File: src/rtl/hazard_stall_ctrl_pkg.sv
// Shared types and defaults for the pipeline hazard / stall controller.
// Holds the mul/div wait FSM encoding and the control-bundle layout.
package hazard_stall_ctrl_pkg;

  typedef enum logic {
    RUN     = 1'b0,
    MD_WAIT = 1'b1
  } md_state_e;

  localparam int unsigned MD_TIMEOUT_DEF = 64;
  localparam int unsigned CNT_W_DEF      = 16;

  typedef struct packed {
    logic pc_we;
    logic ifid_we;
    logic idex_we;
    logic idex_bub;
    logic exmem_bub;
    logic ifid_flush;
    logic md_start;
  } hz_ctrl_t;

endpackage

File: src/rtl/hazard_stall_ctrl_if.sv
// Bundle between the pipeline datapath and the hazard controller.
// master = pipeline side, slave = controller side.
interface hazard_stall_ctrl_if #(
  parameter int unsigned CNT_W = 16
);
  logic [4:0]       IF_ID_RegisterRs1;
  logic [4:0]       IF_ID_RegisterRs2;
  logic             IF_ID_UsesRs1;
  logic             IF_ID_UsesRs2;
  logic             ID_EX_MemRead;
  logic [4:0]       ID_EX_RegisterRd;
  logic             ID_EX_IsMulDiv;
  logic             md_done;
  logic             branch_taken;
  logic             PCWrite;
  logic             IF_ID_Write;
  logic             ID_EX_Write;
  logic             ID_EX_Bubble;
  logic             EX_MEM_Bubble;
  logic             IF_ID_Flush;
  logic             md_start;
  logic             md_timeout;
  logic [CNT_W-1:0] stall_cycles;

  modport master (
    output IF_ID_RegisterRs1, IF_ID_RegisterRs2,
    output IF_ID_UsesRs1, IF_ID_UsesRs2,
    output ID_EX_MemRead, ID_EX_RegisterRd,
    output ID_EX_IsMulDiv, md_done, branch_taken,
    input  PCWrite, IF_ID_Write, ID_EX_Write,
    input  ID_EX_Bubble, EX_MEM_Bubble, IF_ID_Flush,
    input  md_start, md_timeout, stall_cycles
  );

  modport slave (
    input  IF_ID_RegisterRs1, IF_ID_RegisterRs2,
    input  IF_ID_UsesRs1, IF_ID_UsesRs2,
    input  ID_EX_MemRead, ID_EX_RegisterRd,
    input  ID_EX_IsMulDiv, md_done, branch_taken,
    output PCWrite, IF_ID_Write, ID_EX_Write,
    output ID_EX_Bubble, EX_MEM_Bubble, IF_ID_Flush,
    output md_start, md_timeout, stall_cycles
  );
endinterface

File: src/rtl/hazard_stall_ctrl_sat_counter.sv
// Up-counter that sticks at all-ones instead of wrapping.
// Used to count pipeline stall cycles.
module sat_counter #(
  parameter int unsigned W = 16
) (
  input  logic         clk,
  input  logic         rst_n,
  input  logic         en_i,
  output logic [W-1:0] cnt_o
);

  logic [W-1:0] cnt_q;
  logic [W-1:0] cnt_d;

  // Advance only while enabled and not yet saturated.
  always_comb begin
    cnt_d = cnt_q;
    if (en_i && !(&cnt_q)) cnt_d = cnt_q + 1'b1;
  end

  // Count register.
  always_ff @(posedge clk or negedge rst_n) begin
    if (!rst_n) cnt_q <= '0;
    else        cnt_q <= cnt_d;
  end

  assign cnt_o = cnt_q;

endmodule

File: src/rtl/hazard_stall_ctrl.sv
// Hazard and stall control: mul/div freeze, branch flush,
// load-use stall, timeout watchdog and stall-cycle statistics.
module hazard_stall_ctrl
  import hazard_stall_ctrl_pkg::*;
#(
  parameter int unsigned MD_TIMEOUT = MD_TIMEOUT_DEF,
  parameter int unsigned CNT_W      = CNT_W_DEF
) (
  input  logic clk,
  input  logic rst_n,
  hazard_stall_ctrl_if.slave hz
);

  localparam int unsigned WW = $clog2(MD_TIMEOUT + 1);
  localparam logic [WW-1:0] TO_VAL = WW'(MD_TIMEOUT);

  md_state_e     state_q, state_d;
  logic [WW-1:0] wait_q, wait_d;
  logic          tmo_q, tmo_d;
  hz_ctrl_t      ctl;
  logic          lu_hit;
  logic          frz;
  logic          redir;
  logic          lus;
  logic          in_run;

  assign in_run = (state_q == RUN);

  assign lu_hit = hz.ID_EX_MemRead
    && (hz.ID_EX_RegisterRd != 5'd0)
    && ((hz.IF_ID_UsesRs1
         && hz.ID_EX_RegisterRd == hz.IF_ID_RegisterRs1)
     || (hz.IF_ID_UsesRs2
         && hz.ID_EX_RegisterRd == hz.IF_ID_RegisterRs2));

  // Mutually exclusive actions in priority order.
  assign frz = in_run ? hz.ID_EX_IsMulDiv : !hz.md_done;
  assign redir = in_run && !hz.ID_EX_IsMulDiv
    && hz.branch_taken;
  assign lus = in_run && !hz.ID_EX_IsMulDiv
    && !hz.branch_taken && lu_hit;

  // Next state, wait counter and sticky timeout.
  always_comb begin
    state_d = state_q;
    wait_d  = wait_q;
    tmo_d   = tmo_q;
    unique case (state_q)
      RUN: begin
        if (hz.ID_EX_IsMulDiv) begin
          state_d = MD_WAIT;
          wait_d  = '0;
        end
      end
      MD_WAIT: begin
        if (hz.md_done) begin
          state_d = RUN;
        end else if (wait_q != TO_VAL) begin
          wait_d = wait_q + 1'b1;
          if (wait_d == TO_VAL) tmo_d = 1'b1;
        end
      end
      default: state_d = RUN;
    endcase
  end

  // Pipeline control decode; release cycle is normal flow.
  always_comb begin
    ctl         = '0;
    ctl.pc_we   = 1'b1;
    ctl.ifid_we = 1'b1;
    ctl.idex_we = 1'b1;
    unique case (1'b1)
      frz: begin
        ctl.pc_we     = 1'b0;
        ctl.ifid_we   = 1'b0;
        ctl.idex_we   = 1'b0;
        ctl.exmem_bub = 1'b1;
        ctl.md_start  = in_run;
      end
      redir: begin
        ctl.ifid_flush = 1'b1;
        ctl.idex_bub   = 1'b1;
      end
      lus: begin
        ctl.pc_we    = 1'b0;
        ctl.ifid_we  = 1'b0;
        ctl.idex_bub = 1'b1;
      end
      default: ;
    endcase
  end

  // FSM, wait counter and timeout registers.
  always_ff @(posedge clk or negedge rst_n) begin
    if (!rst_n) begin
      state_q <= RUN;
      wait_q  <= '0;
      tmo_q   <= 1'b0;
    end else begin
      state_q <= state_d;
      wait_q  <= wait_d;
      tmo_q   <= tmo_d;
    end
  end

  sat_counter #(
    .W (CNT_W)
  ) u_stall_cnt (
    .clk   (clk),
    .rst_n (rst_n),
    .en_i  (!ctl.pc_we),
    .cnt_o (hz.stall_cycles)
  );

  assign hz.PCWrite       = ctl.pc_we      & rst_n;
  assign hz.IF_ID_Write   = ctl.ifid_we    & rst_n;
  assign hz.ID_EX_Write   = ctl.idex_we    & rst_n;
  assign hz.ID_EX_Bubble  = ctl.idex_bub   & rst_n;
  assign hz.EX_MEM_Bubble = ctl.exmem_bub  & rst_n;
  assign hz.IF_ID_Flush   = ctl.ifid_flush & rst_n;
  assign hz.md_start      = ctl.md_start   & rst_n;
  assign hz.md_timeout    = tmo_q;

endmodule

File: src/flat_wrapper.sv
// flat-port wrapper written by rule: the top's interface ports become plain ports
module hazard_stall_ctrl_flat import hazard_stall_ctrl_pkg::*;
#(
  parameter int unsigned MD_TIMEOUT = MD_TIMEOUT_DEF,
  parameter int unsigned CNT_W      = CNT_W_DEF
)
  (clk, rst_n, hz_IF_ID_RegisterRs1, hz_IF_ID_RegisterRs2, hz_IF_ID_UsesRs1, hz_IF_ID_UsesRs2, hz_ID_EX_MemRead, hz_ID_EX_RegisterRd, hz_ID_EX_IsMulDiv, hz_md_done, hz_branch_taken, hz_PCWrite, hz_IF_ID_Write, hz_ID_EX_Write, hz_ID_EX_Bubble, hz_EX_MEM_Bubble, hz_IF_ID_Flush, hz_md_start, hz_md_timeout, hz_stall_cycles);
  hazard_stall_ctrl_if #(.CNT_W(CNT_W)) hz_i ();
  input  logic clk;
  input  logic rst_n;
  input wire logic [$bits(hz_i.IF_ID_RegisterRs1)-1:0] hz_IF_ID_RegisterRs1;
  input wire logic [$bits(hz_i.IF_ID_RegisterRs2)-1:0] hz_IF_ID_RegisterRs2;
  input wire logic [$bits(hz_i.IF_ID_UsesRs1)-1:0] hz_IF_ID_UsesRs1;
  input wire logic [$bits(hz_i.IF_ID_UsesRs2)-1:0] hz_IF_ID_UsesRs2;
  input wire logic [$bits(hz_i.ID_EX_MemRead)-1:0] hz_ID_EX_MemRead;
  input wire logic [$bits(hz_i.ID_EX_RegisterRd)-1:0] hz_ID_EX_RegisterRd;
  input wire logic [$bits(hz_i.ID_EX_IsMulDiv)-1:0] hz_ID_EX_IsMulDiv;
  input wire logic [$bits(hz_i.md_done)-1:0] hz_md_done;
  input wire logic [$bits(hz_i.branch_taken)-1:0] hz_branch_taken;
  output wire logic [$bits(hz_i.PCWrite)-1:0] hz_PCWrite;
  output wire logic [$bits(hz_i.IF_ID_Write)-1:0] hz_IF_ID_Write;
  output wire logic [$bits(hz_i.ID_EX_Write)-1:0] hz_ID_EX_Write;
  output wire logic [$bits(hz_i.ID_EX_Bubble)-1:0] hz_ID_EX_Bubble;
  output wire logic [$bits(hz_i.EX_MEM_Bubble)-1:0] hz_EX_MEM_Bubble;
  output wire logic [$bits(hz_i.IF_ID_Flush)-1:0] hz_IF_ID_Flush;
  output wire logic [$bits(hz_i.md_start)-1:0] hz_md_start;
  output wire logic [$bits(hz_i.md_timeout)-1:0] hz_md_timeout;
  output wire logic [$bits(hz_i.stall_cycles)-1:0] hz_stall_cycles;
  assign hz_i.IF_ID_RegisterRs1 = hz_IF_ID_RegisterRs1;
  assign hz_i.IF_ID_RegisterRs2 = hz_IF_ID_RegisterRs2;
  assign hz_i.IF_ID_UsesRs1 = hz_IF_ID_UsesRs1;
  assign hz_i.IF_ID_UsesRs2 = hz_IF_ID_UsesRs2;
  assign hz_i.ID_EX_MemRead = hz_ID_EX_MemRead;
  assign hz_i.ID_EX_RegisterRd = hz_ID_EX_RegisterRd;
  assign hz_i.ID_EX_IsMulDiv = hz_ID_EX_IsMulDiv;
  assign hz_i.md_done = hz_md_done;
  assign hz_i.branch_taken = hz_branch_taken;
  assign hz_PCWrite = hz_i.PCWrite;
  assign hz_IF_ID_Write = hz_i.IF_ID_Write;
  assign hz_ID_EX_Write = hz_i.ID_EX_Write;
  assign hz_ID_EX_Bubble = hz_i.ID_EX_Bubble;
  assign hz_EX_MEM_Bubble = hz_i.EX_MEM_Bubble;
  assign hz_IF_ID_Flush = hz_i.IF_ID_Flush;
  assign hz_md_start = hz_i.md_start;
  assign hz_md_timeout = hz_i.md_timeout;
  assign hz_stall_cycles = hz_i.stall_cycles;
  hazard_stall_ctrl #(.MD_TIMEOUT(MD_TIMEOUT), .CNT_W(CNT_W)) u_core (.clk(clk), .rst_n(rst_n), .hz(hz_i));
endmodule
File: config.mk
export PLATFORM = sky130hd
export DESIGN_NAME = hazard_stall_ctrl_flat
export DESIGN_NICKNAME = d
export VERILOG_FILES = /design/src/rtl/hazard_stall_ctrl_pkg.sv /design/src/rtl/hazard_stall_ctrl_if.sv /design/src/rtl/hazard_stall_ctrl_sat_counter.sv /design/src/rtl/hazard_stall_ctrl.sv /design/src/flat_wrapper.sv
export SDC_FILE = /design/constraint.sdc
export NUM_CORES = 1
export LEC_CHECK = 0
export BUFFER_PORTS_ARGS = -buffer_cell sky130_fd_sc_hd__buf_2
export CORE_MARGIN = 2
export CORE_UTILIZATION = 55
export DETAILED_ROUTE_END_ITERATION = 6
export PLACE_DENSITY = 0.86
export SYNTH_ARGS = -nofsm -noshare
export SYNTH_HDL_FRONTEND = slang
export SYNTH_HIERARCHICAL = 1
export SYNTH_SLANG_ARGS = --single-unit
File: constraint.sdc
create_clock -name clk -period 5 [get_ports clk]
set_input_delay 0.75 -clock clk [delete_from_list [all_inputs] [get_ports clk]]
set_output_delay 0.75 -clock clk [all_outputs]
set_load 0.01 [all_outputs]
Word level (Yosys, flattened, before mapping) --
Index checks and enable logic that the tools add are counted.
Storage, ports and cells: word-level logic and storage cells 57, flip-flop bits (word level) 25, input bits 23
Cells by class: bitwise logic cells 9, reductions and logical operators 21, eq/ne operators 7, $add $sub $neg 2, mux-type cells 14
Operators by type and width (count):
- $mux W7 | 3
- $add A16 B1 Y16 const B | 1
- $reduce_and A16 Y1 | 1
- $pmux W7 S2 | 1
- $eq A5 B5 Y1 | 2
- $logic_and A1 B1 Y1 | 9
- $mux W1 | 8
- $add A7 B1 Y7 const B | 1
- $and A1 B1 Y1 | 7
- $eq A7 B7 Y1 const B | 1
- $ne A7 B7 Y1 const B | 1
- $ne A2 B2 Y1 const B | 3
- $logic_not A1 Y1 | 5
- $reduce_bool A5 Y1 | 1
- $reduce_and A4 Y1 | 1
- $reduce_or A2 Y1 | 2
- $reduce_and A3 Y1 | 1
- $mux W2 | 1
- $not A1 Y1 | 2
- $pmux W1 S2 | 1
- $logic_or A1 B1 Y1 | 1

Longest topological paths before layout --
Gate-level depths: netlist of the first run.
word-level depth 9, depth in mapped cells 8, mapped depth without buffers 8

By module --
The synthesis of the first run kept the hierarchy.
Modules (own cells, without submodules):
- sat_counter | area each 840.8 um^2, seq. area each 400.4 um^2, instances 1, cells each 75
- hazard_stall_ctrl | area each 729.4 um^2, seq. area each 225.2 um^2, instances 1, cells each 81

Worst setup path after synthesis of the first run --
OpenSTA, ideal clock, no wires.
path type input to register, from input hz_ID_EX_IsMulDiv, to register u_core.u_stall_cnt.cnt_q[15] (netlist: u_core/u_stall_cnt/cnt_o[15]), library setup time 0.079 ns, data arrival time 2.637 ns, setup slack 2.283 ns, stages on the path 7, path through or2_2 -> or3_1 -> o21ai_0 -> and3_2 -> nand3_1 -> nor4_2 -> xor2_1
On the way: word-level cells in the longest chain between the ends 8, elaborated cells between the ends (all ways) 9
RTL lines:
- from (decl) | RTL line flat_wrapper.sv:17 | input wire logic [$bits(hz_i.ID_EX_IsMulDiv)-1:0] hz_ID_EX_IsMulDiv;
- $logic_not A1 Y1 | RTL line hazard_stall_ctrl.sv:40 | assign lus = in_run && !hz.ID_EX_IsMulDiv
- $logic_and A1 B1 Y1 | RTL line hazard_stall_ctrl.sv:40
- $logic_and A1 B1 Y1 (2 in a row) | RTL line hazard_stall_ctrl.sv:41 | && !hz.branch_taken && lu_hit;
- $reduce_or A2 Y1 (no source line) (*)
- $mux W2 (*) | RTL line hazard_stall_ctrl.sv:73 | unique case (1'b1)
- $logic_not A1 Y1 (*) | RTL line hazard_stall_ctrl.sv:112 | .en_i (!ctl.pc_we),
- $logic_and A1 B1 Y1 (*) | RTL line hazard_stall_ctrl_sat_counter.sv:18 | if (en_i && !(&cnt_q)) cnt_d = cnt_q + 1'b1;
- to (signal assigned) | RTL line hazard_stall_ctrl_sat_counter.sv:24 | else cnt_q <= cnt_d;
- to (decl) | RTL line hazard_stall_ctrl_sat_counter.sv:12 | logic [W-1:0] cnt_q;
Every way passes the cells marked *; elsewhere a longest branch is shown, timed or not. A chain may end at the register's enable or synchronous reset.

Worst setup path in the final report of the first run --
from input hz_ID_EX_RegisterRd[1], to output hz_PCWrite
On the way: word-level cells in the longest chain between the ends 8, elaborated cells between the ends (all ways) 12
RTL lines:
- from (decl) | RTL line flat_wrapper.sv:16 | input wire logic [$bits(hz_i.ID_EX_RegisterRd)-1:0] hz_ID_EX_RegisterRd;
- $eq A5 B5 Y1 (on tied branches) | RTL line hazard_stall_ctrl.sv:32, hazard_stall_ctrl.sv:34
- $logic_and A1 B1 Y1 (on tied branches) | RTL line hazard_stall_ctrl.sv:32, hazard_stall_ctrl.sv:34
- $logic_or A1 B1 Y1 | RTL line hazard_stall_ctrl.sv:33 | || (hz.IF_ID_UsesRs2
- $logic_and A1 B1 Y1 (*) | RTL line hazard_stall_ctrl.sv:31 | && ((hz.IF_ID_UsesRs1
- $logic_and A1 B1 Y1 (*) | RTL line hazard_stall_ctrl.sv:41
- $reduce_or A2 Y1 (no source line) (*)
- $mux W2 (*) | RTL line hazard_stall_ctrl.sv:73
- $and A1 B1 Y1 (*) | RTL line hazard_stall_ctrl.sv:116 | assign hz.PCWrite = ctl.pc_we & rst_n;
- to (decl) | RTL line flat_wrapper.sv:20 | output wire logic [$bits(hz_i.PCWrite)-1:0] hz_PCWrite;
Marked as above.

==> results of run 1 <==
-- report_power, final --
group | internal, mW | switching [mW] | leakage, nW
registers | 0.242 | 0.0707 | 0.329
clock network | 0.0305 | 0.0609 | 0.0139
logic | 0.0982 | 0.108 | 0.618
total | 0.371 | 0.239 | 0.962
-- cell usage in the layout, fill, tap and decap left out, types with 5 or more instances in the layout --
master   count
buf_2       46
dfrtp_1     25
xor2_1      17
nor2_1      11
nand3_1     11
nand2_1      9
xnor2_1      7
inv_1        6
nor3_1       5
-- kinds of logic (layout without fill, tap and decap cells) --
group | count (synthesis) | in the layout
simple gates | 66 | 66
buf+inv | 9 | 56
xor+xnor | 24 | 24
fa+ha+maj | 4 | 4
flops | 25 | 25
mux | 5 | 5
compound gates | 23 | 23
-- area by class of cell --
class | count | area [µm²] | share of cell area (%)
multi-input cells | 122 | 898.4 | 48.68
inverters | 6 | 22.52 | 1.220
well taps | 31 | 38.79 | 2.102
repair buffers | 46 | 230.2 | 12.47
clock buffers | 3 | 22.52 | 1.220
flip-flops and latches | 25 | 625.6 | 33.90
clock inverters | 1 | 7.507 | 0.4068
-- how the worst max path moves through the flow --
stage,start,to,slack (ps),depth (start not counted)
floorplan,hz_ID_EX_IsMulDiv,u_core/u_stall_cnt/cnt_o[15]$_DFFE_PN0P_,2280,7
global placement,hz_ID_EX_IsMulDiv,u_core/u_stall_cnt/cnt_o[15]$_DFFE_PN0P_,2020,8
detailed placement,hz_ID_EX_RegisterRd[3],u_core/u_stall_cnt/cnt_o[9]$_DFFE_PN0P_,1900,9
CTS,hz_ID_EX_RegisterRd[1],hz_PCWrite,2170,6
global route,u_core/state_q$_DFF_PN0_,u_core/u_stall_cnt/cnt_o[15]$_DFFE_PN0P_,2020,7
finish,hz_ID_EX_RegisterRd[1],hz_PCWrite,2160,6
-- registers in the layout, summed over array words and instances, names as in the netlist --
| signal | cells |
|---|---|
| u_core/u_stall_cnt/cnt_o | 16 |
| u_core/wait_q | 7 |
| u_core/hz.md_timeout | 1 |
| u_core/state_q | 1 |
-- worst reg2reg max path, cell delays in order (launching register included) --
cell and delay (ps):
dfrtp_1 460, or2_2 350, or3_1 380, o21ai_0 560
and3_2 270, nand3_1 210, nor3_1 300, xor2_1 170
-- per-stage QoR --
step / std cells / total power [mW] / area [µm²] / worst slack (ps) / hold WS, ps
3_5_place_dp: 230 / 0.5225 / 1815 / 1898 / 455.3
6_report: 234 / 0.6099 / 1846 / 2160 / 410.5
3_3_place_gp: 230 / 0.5053 / 1815 / 2021 / 448.6
2_1_floorplan: 156 / 0.4377 / 1570 / 2283 / 454.4
5_1_grt: 234 / 0.6557 / 1846 / 2019 / 440.4
4_1_cts: 234 / 0.6137 / 1846 / 2169 / 426.6
-- routing by layer --
metal,vias to the layer above,track usage (%)
met1,670,26.81
met5,-,0
met2,32,39.61
li1,661,-
met3,2,3.401
met4,0,6.977
==> results.cfg, run 1 <==
[synthesis]
synth.area.mux_share_pct = 3.506
yosysUniqueCellTypes = 48
synth-compound-area-share_pct = 10.76
seq_area_frac_synth_pct = 39.84
yosys_register_bits = 25
synth_edf_count = 0
netlist_area_um2 = 1570
synth_most_common_cell = dfrtp_1
syn_inst = 156
syn_nets = 183
ys_top_cells_by_count = dfrtp_1, xor2_1, nand3_1, nor2_1, nand2_1
yosysTopAreaCell = dfrtp_1
synth_top_family_by_area = simple AND/OR/NAND/NOR gates
synth_xor_area_share_pct = 13.39
synthArstFlopShare_pct = 100.0
syn_avg_cell_area_um2 = 10.07
yosysTopAreaCellShare_pct = 39.84
ys_warn_count = 6
synthSimpleGateAreaFrac_pct = 26.37
synth_ff_type = dfrtp_1
ys_top_cells_by_area = dfrtp_1, xor2_1, xnor2_1
synthAdderAreaFrac_pct = 3.187

[routing]
drcViolationCount = 0
firstDrtPassIters = 4
vias = 1365
finalWirelength_mm = 3.410
avgViaCountPerCell = 5.833
avgRoutedWirePerCell_um = 14.57
wl_met2_mm = 1.865
wirelength_met1_mm = 1.424
dr.max_layer_used = met4
dr_wl_met3_um = 111
ant_nets = 0
drtIter0Drc = 49

[worst_setup_path]
cpMostUsedCell = buf_2
cp_slowest_cell = or4_1
critical_path.max_fanout = 3
critical_path_arrival_ps = 2090
critPathTopFamily = simple AND/OR/NAND/NOR gates
worstReg2RegEnd = u_core/u_stall_cnt/cnt_o[11]$_DFFE_PN0P_
cp.required_ps = 4250
rr_startpoint = u_core/state_q$_DFF_PN0_
critPathLaunchType = primary input
crit_type = primary input to output pin
path_cells = buf_2 > or4_1 > o21ai_0 > or3_1 > o21a_1 > buf_2
end_kind = output pin
timing.critical_path.buf_inv = 2
r2r_setup_slack_ps = 2240
cpPeakStageDelay_ps = 520
reg2regPathDepth = 7

[clocking]
cts-resized-gates = 0
htreeDepth = 1
clk_pin_slew_ps = 150
cts_sinks = 25
cts_buffer_depth = 2
post_cts_buffers = 0
cts_made_buffers = 3
cts_tree = yes
cts_hold_buf = 0
clock_latency_ps = 310
root_buffer = clkbuf_4

[grt]
grt-ovfl-total = 0
grt_max_degree = 30
grt_antenna_before_repair = 0
grt_pass1_vias = 1334
grt_usage_pct = 22.03
grt_pass1_wl_mm = 5.858

[layout]
finalNetCount = 231
nFillCells = 203
finish.utilization_pct = 67.51
syn_to_final_growth_pct = 17.53
drive_gt1_share_pct = 33.50
antenna_cells = 0

[floorplanning]
boundaryPins = 47
design.core.area_um2 = 2734
fp.dieW_um = 57.43
dieArea_um2 = 3298
rows = 19
dieHeight_um = 57.43
start_util_pct = 57.44

[worst_hold_path]
hp-class = primary input to asynchronous set/reset pin

[sta]
worstMarginPinSlew_ps = 674.8
setup_total_negative_slack_ps = 0
setup_viol = 0
maxSlewHeadroom_pct = 54.54
rsz0062_at_grt = no
hold_viol = 0
skew_ps = 13.14
slew_violations = 0
timing.fmax_ghz = 0.3521
finalCriticalPeriod_ps = 2840
period_share_pct = 56.80

[placement]
place_hpwl_mm = 2.644
port_buffers = 46
place_congestion = 0.8815

[job]
max_cap_violations = 0

[power_and_ir_drop]
p_per_area_nw_per_um2 = 330.5
ir_drop_v = 0.0002117
p_leak_nw = 0.9618

[run_status]
run_status = finished, final reports clean
Power figures use the tool's default switching activity.
==> inputs of run 2 (changes only) <==
--- a/config.mk
+++ b/config.mk
@@ -7,9 +7,9 @@
 export LEC_CHECK = 0
 export BUFFER_PORTS_ARGS = -buffer_cell sky130_fd_sc_hd__buf_2
 export CORE_MARGIN = 2
-export CORE_UTILIZATION = 55
+export CORE_UTILIZATION = 46
 export DETAILED_ROUTE_END_ITERATION = 6
-export PLACE_DENSITY = 0.86
+export PLACE_DENSITY = 0.77
 export SYNTH_ARGS = -nofsm -noshare
 export SYNTH_HDL_FRONTEND = slang
 export SYNTH_HIERARCHICAL = 1
==> constraint.sdc (replaced) <==
create_clock -name clk -period 2.6 [get_ports clk]
set_input_delay 0.39 -clock clk [delete_from_list [all_inputs] [get_ports clk]]
set_output_delay 0.39 -clock clk [all_outputs]
set_load 0.01 [all_outputs]
==> run 2 against run 1 <==
  * Critical path depth increased by 1
  * Worst hold slack improved by 46 ps
  * Non-clock buffer count increased by 4
  * Cell count up 8.1%
  * Register-to-register slack lost 2000 ps
  * Utilization is 10 points lower
  * Clock skew fell by 1.9 ps
  * First-iteration DRC count unchanged
  * Highest routed layer unchanged
==> results.cfg, run 2 (synthesis results as in run 1) <==
[job]
max_cap_violations = 0

[sta]
setup_total_negative_slack_ps = 0
hold_viol = 0
rsz0062_at_grt = no
slew_violations = 0
timing.fmax_ghz = 0.4316
setup_viol = 0
maxSlewHeadroom_pct = 75.14
skew_ps = 11.22
finalCriticalPeriod_ps = 2317
worstMarginPinSlew_ps = 363.5
period_share_pct = 89.11

[grt]
grt_pass1_vias = 1292
grt_usage_pct = 17.79
grt_max_degree = 20
grt_antenna_before_repair = 0
grt_pass1_wl_mm = 5.664
grt-ovfl-total = 0

[layout]
regArea_um2 = 625.6
nFillCells = 318
finalNetCount = 235
layout_commonest_cell = buf_2
syn_to_final_growth_pct = 20.80
drive_gt1_share_pct = 34.30
layout_common_cells = buf_2, dfrtp_1, xor2_1
multi_input_area_um2 = 898.4
largest_reg_flops = 16
finish.utilization_pct = 57.29
antenna_cells = 0

[floorplanning]
design.core.area_um2 = 3311
rows = 21
dieArea_um2 = 3897
start_util_pct = 47.43
fp.dieW_um = 62.43
boundaryPins = 47
dieHeight_um = 62.43

[power_and_ir_drop]
finalPower_mw = 1.169
ir_drop_v = 0.0004481
power_frac_comb_pct = 34.3
p_per_area_nw_per_um2 = 616.5
swShare_pct = 38.40
p_int_uw = 720.3
power_frac_seq_pct = 50.6
switching_power_uw = 449.1
pwr-share-clk_pct = 15.1
p_leak_nw = 0.9800

[worst_setup_path]
cp-endpoint = u_core/u_stall_cnt/cnt_o[15]$_DFFE_PN0P_
worstReg2RegEnd = u_core/u_stall_cnt/cnt_o[15]$_DFFE_PN0P_
crit_type = register to register
critPathTopFamily = simple AND/OR/NAND/NOR gates
end_kind = register
reg2regPathDepth = 7
path_cells = or2_2 > or3_1 > o21ai_1 > and3_2 > nand3_1 > nor4_2 > xor2_1
critPathLaunchType = register
r2r_setup_slack_ps = 280
cp.required_ps = 2860
worstSetupPathDepth = 7
cp_slowest_cell = dfrtp_1
rr_startpoint = u_core/state_q$_DFF_PN0_
crit_start = u_core/state_q$_DFF_PN0_
critical_path_arrival_ps = 2580
timing.critical_path.buf_inv = 0
critical_path.max_fanout = 6
cpPeakStageDelay_ps = 400

[clocking]
cts_tree = yes
clk_pin_slew_ps = 140
cts_buffer_depth = 2
cts_sinks = 25
root_buffer = clkbuf_4
htreeDepth = 1
post_cts_buffers = 0
cts_made_buffers = 3
clock_latency_ps = 320

[placement]
port_buffers = 46
place_hpwl_mm = 2.589
place_congestion = 0.8211

[routing]
firstDrtPassIters = 4
ant_nets = 0
avgViaCountPerCell = 5.324
drtIter0Drc = 49
finalWirelength_mm = 3.208
drcViolationCount = 0
vias = 1347
avgRoutedWirePerCell_um = 12.68

[worst_hold_path]
hp-class = primary input to asynchronous set/reset pin

[run_status]
run_status = finished, final reports clean
run 2: cell count changes in the layout (fill, tap and decap cells not counted):
cell	change
dlygate4sd3_1	+1
o21ai_1	+1
buf_4	+3
o21ai_0	-1
run 2: routing by layer:
layer / part of all wire, % / vias to the layer above / track usage [%] / routed length (µm)
met2: 52 / 29 / 31.85 / 1665
li1: - / 673 / - / -
met1: 43 / 641 / 22.21 / 1384
met4: 0.84 / 0 / 4.167 / 27
met5: 0 / - / 0 / 0
met3: 4.1 / 4 / 3.243 / 130
run 2: worst min path at each step:
stage,cells past startpoint,from,endpoint
after CTS,2,rst_n,u_core/wait_q[2]$_DFFE_PN0P_
after detailed placement,1,rst_n,u_core/wait_q[2]$_DFFE_PN0P_
after floorplan,0,rst_n,u_core/hz.md_timeout$_DFFE_PN0P_
after global routing,2,rst_n,u_core/wait_q[1]$_DFFE_PN0P_
after global placement,1,rst_n,u_core/wait_q[2]$_DFFE_PN0P_
final,2,rst_n,u_core/wait_q[2]$_DFFE_PN0P_
run 2: power groups by stage:
stage	logic, mW	registers [mW]	clock network [mW]
global placement	0.394	0.600	0
detailed placement	0.404	0.599	0
floorplan	0.244	0.598	0
CTS	0.406	0.591	0.186
finish	0.401	0.591	0.177
global route	0.452	0.611	0.205
run 2: cell type report:
type	count	share of cell area (%)
Sequential cell	25	32.98
Clock buffer	3	1.187
Clock inverter	1	0.3958
Multi-Input combinational cell	122	47.36
Inverter	6	1.187
Tap cell	46	3.034
Timing Repair Buffer	50	13.85
run 2: repair_timing:
item | CTS | global route
endpoints found under the hold margin | 6 | 0
hold buffers | 1 | 0
setup endpoints to repair | 0 | 5
gates resized for setup | 0 | 1
run 2: through the flow:
step                area, µm²  hold slack (ps)  worst slack [ps]  instances
floorplan                1570            94.41             200.4        156
global placement         1857            261.1             155.6        248
detailed placement       1857            263.1             68.39        248
CTS                      1897            444.0             153.8        253
global route             1897            462.9             108.2        253
finish                   1897            456.2             283.0        253
run 2: worst reg2reg max path, delay by kind of cell (launching register included):
| kind | cells | cell delay [ps] |
|---|---|---|
| xor gates and xnor gates | 1 | 170 |
| AOI/OAI and AO/OA | 1 | 240 |
| and+or+nand+nor | 5 | 1450 |
| DFF | 1 | 400 |
